File: src/rtl/ldpc_pkg.sv
// rtl/ldpc_pkg.sv - shared LDPC sizing helpers, symbol encodings and packer states
package ldpc_pkg;

  function automatic int clog2(input int value);
    int r;
    r = 0;
    for (int i = 0; i < 31; i++) begin
      if ((1 << i) < value) r = i + 1;
    end
    return r;
  endfunction

  function automatic int blk_size(input int gf_log2);
    return (1 << gf_log2) - 1;
  endfunction

  // Soft-read symbol encodings shared with the VN LLR mapping
  localparam logic [1:0] SYM_STRONG0 = 2'b00;
  localparam logic [1:0] SYM_WEAK0   = 2'b01;
  localparam logic [1:0] SYM_STRONG1 = 2'b10;
  localparam logic [1:0] SYM_WEAK1   = 2'b11;

  localparam logic [1:0] ST_FILL  = 2'd0;
  localparam logic [1:0] ST_PAD   = 2'd1;
  localparam logic [1:0] ST_DRAIN = 2'd2;

endpackage

File: src/rtl/ldpc_sym_accum.sv
// rtl/ldpc_sym_accum.sv - symbol accumulator: append above the fill level, pop one column from the bottom
module ldpc_sym_accum
  import ldpc_pkg::*;
#(
  parameter int SYM_WID  = 2,
  parameter int BLK_SIZE = 127,
  parameter int IN_SYMS  = 8,
  localparam int CAP     = BLK_SIZE + IN_SYMS - 1,
  localparam int CNT_W   = clog2(CAP + 1)
) (
  input  logic                          clk,
  input  logic                          rst,
  input  logic [IN_SYMS*SYM_WID-1:0]    in_sym,
  input  logic                          push,
  input  logic                          pop,
  output logic [BLK_SIZE*SYM_WID-1:0]   head,
  output logic [CNT_W-1:0]              cnt
);

  logic [CAP*SYM_WID-1:0] acc_q;
  logic [CAP*SYM_WID-1:0] acc_sh;
  logic [CAP*SYM_WID-1:0] acc_app;
  logic [CNT_W-1:0]       cnt_q;
  logic [CNT_W-1:0]       cnt_sh;

  // Storage above cnt_q is always zero, so a pop on a partial column zero-fills it
  always_comb begin
    acc_sh = acc_q;
    cnt_sh = cnt_q;
    if (pop) begin
      acc_sh = acc_q >> (BLK_SIZE * SYM_WID);
      cnt_sh = (cnt_q >= CNT_W'(BLK_SIZE)) ? cnt_q - CNT_W'(BLK_SIZE) : '0;
    end
    acc_app = '0;
    if (push) begin
      acc_app = {{((CAP - IN_SYMS) * SYM_WID){1'b0}}, in_sym} << (int'(cnt_sh) * SYM_WID);
    end
  end

  always_ff @(posedge clk) begin
    if (rst) begin
      acc_q <= '0;
      cnt_q <= '0;
    end else begin
      acc_q <= acc_sh | acc_app;
      cnt_q <= cnt_sh + (push ? CNT_W'(IN_SYMS) : '0);
    end
  end

  assign head = acc_q[BLK_SIZE*SYM_WID-1:0];
  assign cnt  = cnt_q;

endmodule

File: src/rtl/ldpc_llr_packer.sv
// rtl/ldpc_llr_packer.sv - packs narrow soft-symbol beats into decoder column words, repairing frame length
module ldpc_llr_packer
  import ldpc_pkg::*;
#(
  parameter int INIT_INFO_WID = 2,
  parameter int GF_SIZE_LOG2  = 7,
  parameter int PCM_COLN      = 72,
  parameter int IN_SYMS       = 8,
  localparam int BLK_SIZE     = blk_size(GF_SIZE_LOG2)
) (
  input  logic                              clk,
  input  logic                              rst,
  input  logic [IN_SYMS*INIT_INFO_WID-1:0]  i_llr_sym,
  input  logic                              i_llr_valid,
  output logic                              o_llr_ready,
  input  logic                              i_llr_last,
  output logic [BLK_SIZE*INIT_INFO_WID-1:0] o_init_info,
  output logic                              o_init_info_valid,
  input  logic                              i_init_info_ready,
  output logic                              o_init_info_last,
  output logic                              o_err_short,
  output logic                              o_err_long
);

  localparam int CAP      = BLK_SIZE + IN_SYMS - 1;
  localparam int FRAME    = PCM_COLN * BLK_SIZE;
  localparam int CNT_W    = clog2(CAP + 1);
  localparam int SYM_W    = clog2(FRAME + 1);
  localparam int COL_W    = (PCM_COLN > 1) ? clog2(PCM_COLN) : 1;
  localparam logic [COL_W-1:0] COL_LAST = COL_W'(PCM_COLN - 1);

  if (IN_SYMS < 1 || IN_SYMS > BLK_SIZE || (FRAME % IN_SYMS) != 0) begin : g_bad_cfg
    $error("ldpc_llr_packer: IN_SYMS must be in 1..BLK_SIZE and divide PCM_COLN*BLK_SIZE");
  end

  logic [1:0]                        state;
  logic [CNT_W-1:0]                  acc_cnt;
  logic [BLK_SIZE*INIT_INFO_WID-1:0] acc_head;
  logic [SYM_W-1:0]                  sym_cnt;
  logic [SYM_W-1:0]                  sym_next;
  logic [COL_W-1:0]                  col_cnt;
  logic                              move_out;
  logic                              accept;
  logic                              frame_full;
  logic                              frame_short;
  logic                              last_load;

  // In PAD the slot is fed every free cycle; the accumulator supplies zeros once empty
  assign move_out    = ((acc_cnt >= CNT_W'(BLK_SIZE)) || (state == ST_PAD)) &&
                       (!o_init_info_valid || i_init_info_ready);
  assign o_llr_ready = (state == ST_FILL) && ((acc_cnt < CNT_W'(BLK_SIZE)) || move_out);
  assign accept      = i_llr_valid && o_llr_ready;
  assign sym_next    = sym_cnt + SYM_W'(IN_SYMS);
  assign frame_full  = accept && (sym_next == SYM_W'(FRAME));
  assign frame_short = accept && i_llr_last && !frame_full;
  assign last_load   = move_out && (col_cnt == COL_LAST);

  ldpc_sym_accum #(
    .SYM_WID  (INIT_INFO_WID),
    .BLK_SIZE (BLK_SIZE),
    .IN_SYMS  (IN_SYMS)
  ) u_accum (
    .clk    (clk),
    .rst    (rst),
    .in_sym (i_llr_sym),
    .push   (accept),
    .pop    (move_out),
    .head   (acc_head),
    .cnt    (acc_cnt)
  );

  always_ff @(posedge clk) begin
    if (rst) begin
      state             <= ST_FILL;
      sym_cnt           <= '0;
      col_cnt           <= '0;
      o_init_info       <= '0;
      o_init_info_valid <= 1'b0;
      o_init_info_last  <= 1'b0;
      o_err_short       <= 1'b0;
      o_err_long        <= 1'b0;
    end else begin
      o_err_short <= frame_short;
      o_err_long  <= frame_full && !i_llr_last;

      if (accept) sym_cnt <= sym_next;

      if (move_out) begin
        o_init_info       <= acc_head;
        o_init_info_valid <= 1'b1;
        o_init_info_last  <= (col_cnt == COL_LAST);
        col_cnt           <= (col_cnt == COL_LAST) ? '0 : col_cnt + 1'b1;
      end else if (i_init_info_ready) begin
        o_init_info_valid <= 1'b0;
      end

      case (state)
        ST_FILL: begin
          if (frame_short)     state <= ST_PAD;
          else if (frame_full) state <= ST_DRAIN;
        end
        ST_PAD, ST_DRAIN: begin
          // Loading the final column also empties the accumulator
          if (last_load) begin
            state   <= ST_FILL;
            sym_cnt <= '0;
          end
        end
        default: state <= ST_FILL;
      endcase
    end
  end

endmodule

File: config.mk
export PLATFORM = sky130hd
export DESIGN_NAME = ldpc_llr_packer
export DESIGN_NICKNAME = d
export VERILOG_FILES = /design/src/rtl/ldpc_pkg.sv /design/src/rtl/ldpc_sym_accum.sv /design/src/rtl/ldpc_llr_packer.sv
export SDC_FILE = /design/constraint.sdc
export NUM_CORES = 1
export LEC_CHECK = 0
export CAP_MARGIN = 20
export CORE_ASPECT_RATIO = 1.1
export CORE_UTILIZATION = 46
export CTS_CLUSTER_SIZE = 25
export DETAILED_ROUTE_END_ITERATION = 16
export HOLD_SLACK_MARGIN = 0.05
export PLACE_DENSITY = 0.78
export SLEW_MARGIN = 40
export SYNTH_ARGS = -nofsm -noshare
export SYNTH_HDL_FRONTEND = slang
export SYNTH_SLANG_ARGS = --single-unit
export TNS_END_PERCENT = 1
File: constraint.sdc
create_clock -name clk -period 5.55 [get_ports clk]
set_input_delay 1.11 -clock clk [delete_from_list [all_inputs] [get_ports clk]]
set_output_delay 1.11 -clock clk [all_outputs]
set_load 0.01 [all_outputs]
==> results by group <==
Min path
  – Hold Path Depth: 2
  – Hold Path Origin: o_init_info[18]$_SDFFE_PP0P_
  – WHS Endpoint: o_init_info[18]$_SDFFE_PP0P_
  – Hold Crit Class: flip-flop to flip-flop

Synth
  – Cell variety after synth: a little over 90
  – Synth Warn #: 0
  – Asr flop ratio synth: 0
  – EDFF count, synth: 0
  – Synthesized cell area: ~22000 µm²
  – Post-Syn Nets: between 2000 and 2500
  – Top FF cell, synth: dfxtp_1
  – Yosys reg bits: 554
  – Mean post-synth cell area: between 8 and 9 µm²
  – Mapped Cells: about 2500
  – Share of the yosys chip area belonging to registers: 0.515

Clocking
  – Clock root cell: clkbuf_16
  – Worst skew pair latency: between 0.6 and 0.7 ns
  – CTS Buf Count: between 50 and 60
  – CTS sink count: ~550
  – CTS tree: yes
  – Hold bufs inserted after CTS: 0
  – Clock transition at path regs: ~0.060 ns
  – Setup bufs post-CTS: 0
  – Max Root-Sink Buffers: 3
  – PostCTS Resize Cnt: 0
  – H-tree lvl count: 2

Final layout
  – Register area: between 10000 and 15000 µm²
  – Number of fill cells: around 3900
  – Leading cell type in the layout, fill and taps excluded: nand2_1
  – Area growth syn-to-layout: 25.8%
  – Area of the multi-input gates: approximately 9700 µm²
  – Final Net Count: about 2700
  – Most frequent cells in the layout: 676 x nand2_1, 554 x dfxtp_1, 320 x a21oi_1, 278 x clkdlybuf4s50_1, 143 x a22o_1
  – Finished Core Util: 0.591
  – Ant diodes: 0
  – Share of post-route cells with drive strength above 1: 0.0966

Pwr
  – Sw Pwr: approximately 2.2 mW
  – PwrDens: around 320 nW/µm²
  – Leak Pwr: slightly above 9 nW
  – Total design power: ~8.8 mW
  – VDD IR-drop max: 0.256 mV
  – Internal power: 6.62 mW
  – Combinational share of power: 0.076
  – Part of the power in registers: 0.459
  – Sw Ratio: 0.246
  – Clock power frac: 0.465

Detailed routing
  – DRC Markers: 0
  – Vias post-DR: around 20000
  – First-pass DRT Iterations: 6
  – ANT nets after route: 0
  – Initial DRC count: between 2000 and 2500
  – Post-Route WL: a little under 80000 µm
  – Avg Vias per Cell: around 6
  – DR WL/cell: 23.9 µm

Floorplanning
  – Site row count: 82
  – DIE AREA: ~48000 µm²
  – Core area: 45900 µm²
  – Die span in x: 208 µm
  – Die Span Y: 229 µm
  – Boundary Pins: 280
  – Initial core utilization: 0.470

Global routing
  – Total gr overflow: 0
  – First-pass GRT wire length: 120000 µm
  – Vias in the first global route: 19400
  – Initial antenna violation count: 0
  – Total GRT Usage: 0.326
  – Largest net degree at the start of global routing: approximately 110

Outcome
  – Status: finished, final reports clean

Place
  – Number of I/O port buffers: approximately 280
  – Final RePlAce weighted congestion: roughly 1.0
  – Placed wire-length estimate: between 50000 and 60000 µm

STA
  – Setup TNS: 0 ns
  – RSZ-0062 raised after global routing: false
  – Final hold violation count: 0
  – Crit share post-route: 0.758
  – Crit path time final: 4.21 ns
  – Slew headroom: 0.390
  – Worst-case clock skew: roughly 0.028 ns
  – Final number of setup-violating endpoints: 0
  – Max Clock Freq: about 240 MHz
  – Max Slew Vio Count: 0
  – Worst-Margin Slew: roughly 0.91 ns

Worst setup path
  – R2R setup slack: 1.37 ns
  – Crit Reg-Reg Startpoint: u_accum.cnt[0]$_SDFF_PP0_
  – Reg2reg end: u_accum.acc_q[252]$_SDFF_PP0_
  – Crit. End Element: flip-flop
  – R2r worst-path depth: 10
  – Arrival time at the worst endpoint: 4.75 ns
  – Crit path kind: primary input to flip-flop
  – Element type at the critical path start: primary input
  – Worst path required time: 6.10 ns
  – Crit path max fanout: 19

Flow run
  – Max-cap viol count: 0
-- state kept, by name, summed over array words and instances (netlist names) --
| signal | cells |
|---|---|
| state | 2 |
| o_init_info_valid | 1 |
| u_accum.cnt | 8 |
| u_accum.acc_q | 268 |
| sym_cnt | 11 |
| o_err_long | 1 |
| o_err_short | 1 |
| o_init_info | 254 |
| o_init_info_last | 1 |
| col_cnt | 7 |
-- layer usage --
layer | wire, µm | up-vias | share of wire | global-route usage
li1 | - | 9152 | - | -
met1 | 31700 | 9801 | 0.40 | 0.420
met2 | 37600 | 1058 | 0.47 | 0.533
met3 | 6200 | 207 | 0.078 | 0.0489
met4 | 4010 | 0 | 0.050 | 0.163
met5 | 0 | - | 0 | 0
-- metrics by stage --
stage | instances | worst slack [ns] | hold WS [ns] | cell area [µm²]
after CTS | 3321 | 1.44 | 0.454 | 27100
final | 3322 | 1.34 | 0.454 | 27100
after global routing | 3322 | 1.19 | 0.471 | 27100
after detailed placement | 3219 | 0.804 | 0.442 | 25100
after floorplan | 2454 | 2.33 | 0.425 | 21500
after global placement | 3218 | 0.643 | 0.436 | 25000
-- cell usage after synthesis, drive strengths merged (20+ instances only) --
cell      n  share of area
a31oi    20         0.0058
a21oi   324          0.076
nand3    46          0.011
o21ai    64          0.016
nand2   680           0.12
nor3     39          0.012
nor2     64          0.012
buf      50          0.013
a221oi   21         0.0085
clkbuf  136          0.024
dfxtp   554           0.51
a22o    143          0.058
-- cells by family (layout without fill, tap and decap cells) --
kind of cell | count (synthesis) | in the layout | share of synthesized area
flops | 554 | 554 | 0.515
simple gates | 905 | 905 | 0.183
buf+inv | 205 | 485 | 0.0400
mux | 29 | 29 | 0.0190
fa+ha+maj | 7 | 7 | 0.00407
compound gates | 733 | 733 | 0.231
xor+xnor | 21 | 21 | 0.00854
-- final cells by class --
cell class / count / share of cell area
Clock buffer: 80 / 0.0601
Clock inverter: 22 / 0.0143
Inverter: 19 / 0.00263
Multi-Input combinational cell: 1695 / 0.357
Sequential cell: 554 / 0.409
Tap cell: 588 / 0.0272
Timing Repair Buffer: 364 / 0.130
-- power groups by stage --
| stage | Sequential [mW] | Clock, mW | Combinational (mW) |
|---|---|---|---|
| finish | 4.03 | 4.08 | 0.668 |
| global placement | 4.12 | 0 | 0.641 |
| floorplan | 4.11 | 0 | 0.376 |
| CTS | 4.03 | 4.11 | 0.652 |
| global route | 4.03 | 4.27 | 0.697 |
| detailed placement | 4.12 | 0 | 0.650 |
-- worst max path at each step --
stage / from / to / slack (ns)
after floorplan: i_init_info_ready / u_accum.acc_q[142]$_SDFF_PP0_ / 2.33
after detailed placement: i_init_info_ready / u_accum.acc_q[220]$_SDFF_PP0_ / 0.80
final: i_init_info_ready / u_accum.acc_q[252]$_SDFF_PP0_ / 1.34
after CTS: i_init_info_ready / u_accum.acc_q[252]$_SDFF_PP0_ / 1.44
after global placement: i_init_info_ready / u_accum.acc_q[244]$_SDFF_PP0_ / 0.64
after global routing: u_accum.cnt[0]$_SDFF_PP0_ / u_accum.acc_q[252]$_SDFF_PP0_ / 1.19
-- worst max-delay path, stage by stage --
cell             delay [ns]
clkdlybuf4s50_1        0.42
and2b_1                0.55
or3_1                  0.22
a21oi_2                0.13
nor2_4                 0.52
inv_2                  0.20
buf_4                  0.30
nor4_1                 0.30
a221o_1                0.73
a22o_1                 0.24
No activity file was read; power rests on OpenSTA's default activity.
==> edit (config.mk and constraints unchanged) <==
Reset style: asynchronous (`rst`), changed in 2 clocked blocks.
--- a/src/rtl/ldpc_sym_accum.sv
+++ b/src/rtl/ldpc_sym_accum.sv
@@ -39,3 +39,3 @@
 
-  always_ff @(posedge clk) begin
+  always_ff @(posedge clk or posedge rst) begin
     if (rst) begin
--- a/src/rtl/ldpc_llr_packer.sv
+++ b/src/rtl/ldpc_llr_packer.sv
@@ -71,3 +71,3 @@
 
-  always_ff @(posedge clk) begin
+  always_ff @(posedge clk or posedge rst) begin
     if (rst) begin
Formal check against the unedited RTL: differs if rst is asserted again (counterexample within 4 cycles, from zero or initial values and one cycle with rst high); with rst held inactive, the same outputs for 4 cycles.
==> edit against the unedited design <==
- global-route usage down 3.2 points
- clock skew up 6.8 ps
- routed wire length down 6.1%
- setup slack worse by 64 ps
- final area up 4.9%
- critical path type unchanged
- synthesized area up 6.5%
- sequential cell count unchanged
- largest cell class unchanged
- highest routed layer unchanged
Power is not compared: it rests on default switching activity, and its combinational part moved more than twofold at a synthesized area within 25%.
==> edit: results <==
export IMPL_cts_setup_buffers=0
export IMPL_cts_resized_gates=0
export IMPL_insertion_delay_ps=620
export IMPL_met3_length_mm=5.87
export IMPL_setup_ws_ps=1280
export IMPL_cts_buffer_depth=3
export IMPL_first_pass_iters=5
export IMPL_fillers=4128
export IMPL_synth_async_sr_flop_share_pct=100
export IMPL_wl_per_cell_um=22.5
export IMPL_wl_met1_mm=30.5
export IMPL_slew_headroom_pct=35.2
export IMPL_dr_total_vias=19200
export IMPL_dr_first_iter_drc_count=2226
export IMPL_grt_pass1_wl_mm=114
export IMPL_syn_num_nets=2405
export IMPL_grt_total_usage_pct=29.4
export IMPL_synth_distinct_cells=75
export IMPL_fin_skew_ps=34.9
export IMPL_cts_buffers=53
export IMPL_arrival_ps=4700
export IMPL_hold_path_class="register to register"
export IMPL_io_buffers=279
export IMPL_reg2reg_slack_ps=1670
export IMPL_dp_slack_ps=794
export IMPL_dpl_hpwl_mm=50.1
export IMPL_met2_length_mm=34.8
export IMPL_status="complete, no violations"
export IMPL_ys_seq_area_share_pct=60.4
export IMPL_htree_levels=2
export IMPL_synth_area_leaders="dfrtp_1 (60%), nand2_1 (17%), o221ai_1 (3.1%)"
export IMPL_p_leak_uw=0.0136
export IMPL_grt_max_degree=139
export IMPL_gp_congestion=0.971
export IMPL_synth_common_cells="nand2_1 (1037), dfrtp_1 (554), o21ai_0 (112)"
export IMPL_nNetsFinal=2651
export IMPL_drive_above_1_share_pct=7.80
export IMPL_top_layer_used="met4"
==> edit: changes by cell type in the layout (fill, tap and decap cells not counted), moves of 30 or more <==
cell	delta
dfxtp_1	-554
o21ai_0	+63
buf_4	-30
a21oi_1	-294
dfrtp_1	+554
a22o_1	-125
nand2_1	+360
o221ai_1	+76
==> edit: path summary, 6_finish.rpt <==
check / start / end / depth (start not counted)
worst max-delay path: i_init_info_ready / u_accum.acc_q[167]$_DFF_PP0_ / 9
worst min-delay path: u_accum.acc_q[186]$_DFF_PP0_ / o_init_info[186]$_DFFE_PP0P_ / 2
worst max register to register: state[1]$_DFFE_PP0P_ / u_accum.acc_q[167]$_DFF_PP0_ / 10
worst min register to register: u_accum.acc_q[186]$_DFF_PP0_ / o_init_info[186]$_DFFE_PP0P_ / 2
max in group asynchronous: rst / u_accum.acc_q[71]$_DFF_PP0_ / 4
min in group asynchronous: rst / o_init_info[157]$_DFFE_PP0P_ / 2
==> edit: cells by family (layout without fill, tap and decap cells) <==
| group | count (synthesis) | in the layout | synth area share [%] |
|---|---|---|---|
| compound gates | 393 | 393 | 12.5 |
| buf+inv | 159 | 449 | 3.11 |
| fa+ha+maj | 7 | 7 | 0.382 |
| flops | 554 | 554 | 60.4 |
| simple gates | 1213 | 1213 | 21.0 |
| mux | 30 | 30 | 1.72 |
| xor+xnor | 21 | 21 | 0.802 |
==> edit: cell type report <==
type	instances	area [um^2]	area share, %
clock buffer	74	1550	5.45
clock inverter	25	350	1.23
inverter	14	63.8	0.225
multi-input combinational	1664	8420	29.6
sequential	554	13900	48.8
tap	652	816	2.87
timing repair buffer	336	3350	11.8
==> edit: power groups by stage <==
stage          clock (uW)  combinational [uW]  sequential [uW]
3_3_place_gp            0                2880             4690
3_5_place_dp            0                2920             4700
5_1_grt              4110                3180             4670
4_1_cts              3960                2940             4630
6_report             3920                2980             4630
2_1_floorplan           0                1720             4670
==> edit: per-layer routing <==
metal / track usage, % / vias to the layer above
li1: - / 8493
met1: 39.6 / 9565
met2: 46.4 / 957
met3: 5.56 / 182
met4: 13.5 / 0
met5: 0 / -
==> edit: critical path, stage by stage <==
cell and delay [ps]:
clkdlybuf4s50_1 470, nand2b_1 490, a21o_1 260, o22ai_4 120, inv_8 180, mux2i_1 590
mux2i_2 390, a32oi_1 820, o21ai_0 250
==> edit: through the flow <==
step | power (uW) | hold slack (ps) | instances | instance area, um^2 | setup TNS (ps)
after floorplan | 6390 | 439 | 2377 | 22900 | -1717290
after global placement | 7560 | 448 | 3218 | 26400 | 0
after detailed placement | 7620 | 453 | 3220 | 26500 | 0
final | 11500 | 466 | 3319 | 28400 | 0
after global routing | 12000 | 483 | 3319 | 28400 | 0
after CTS | 11500 | 461 | 3319 | 28400 | 0
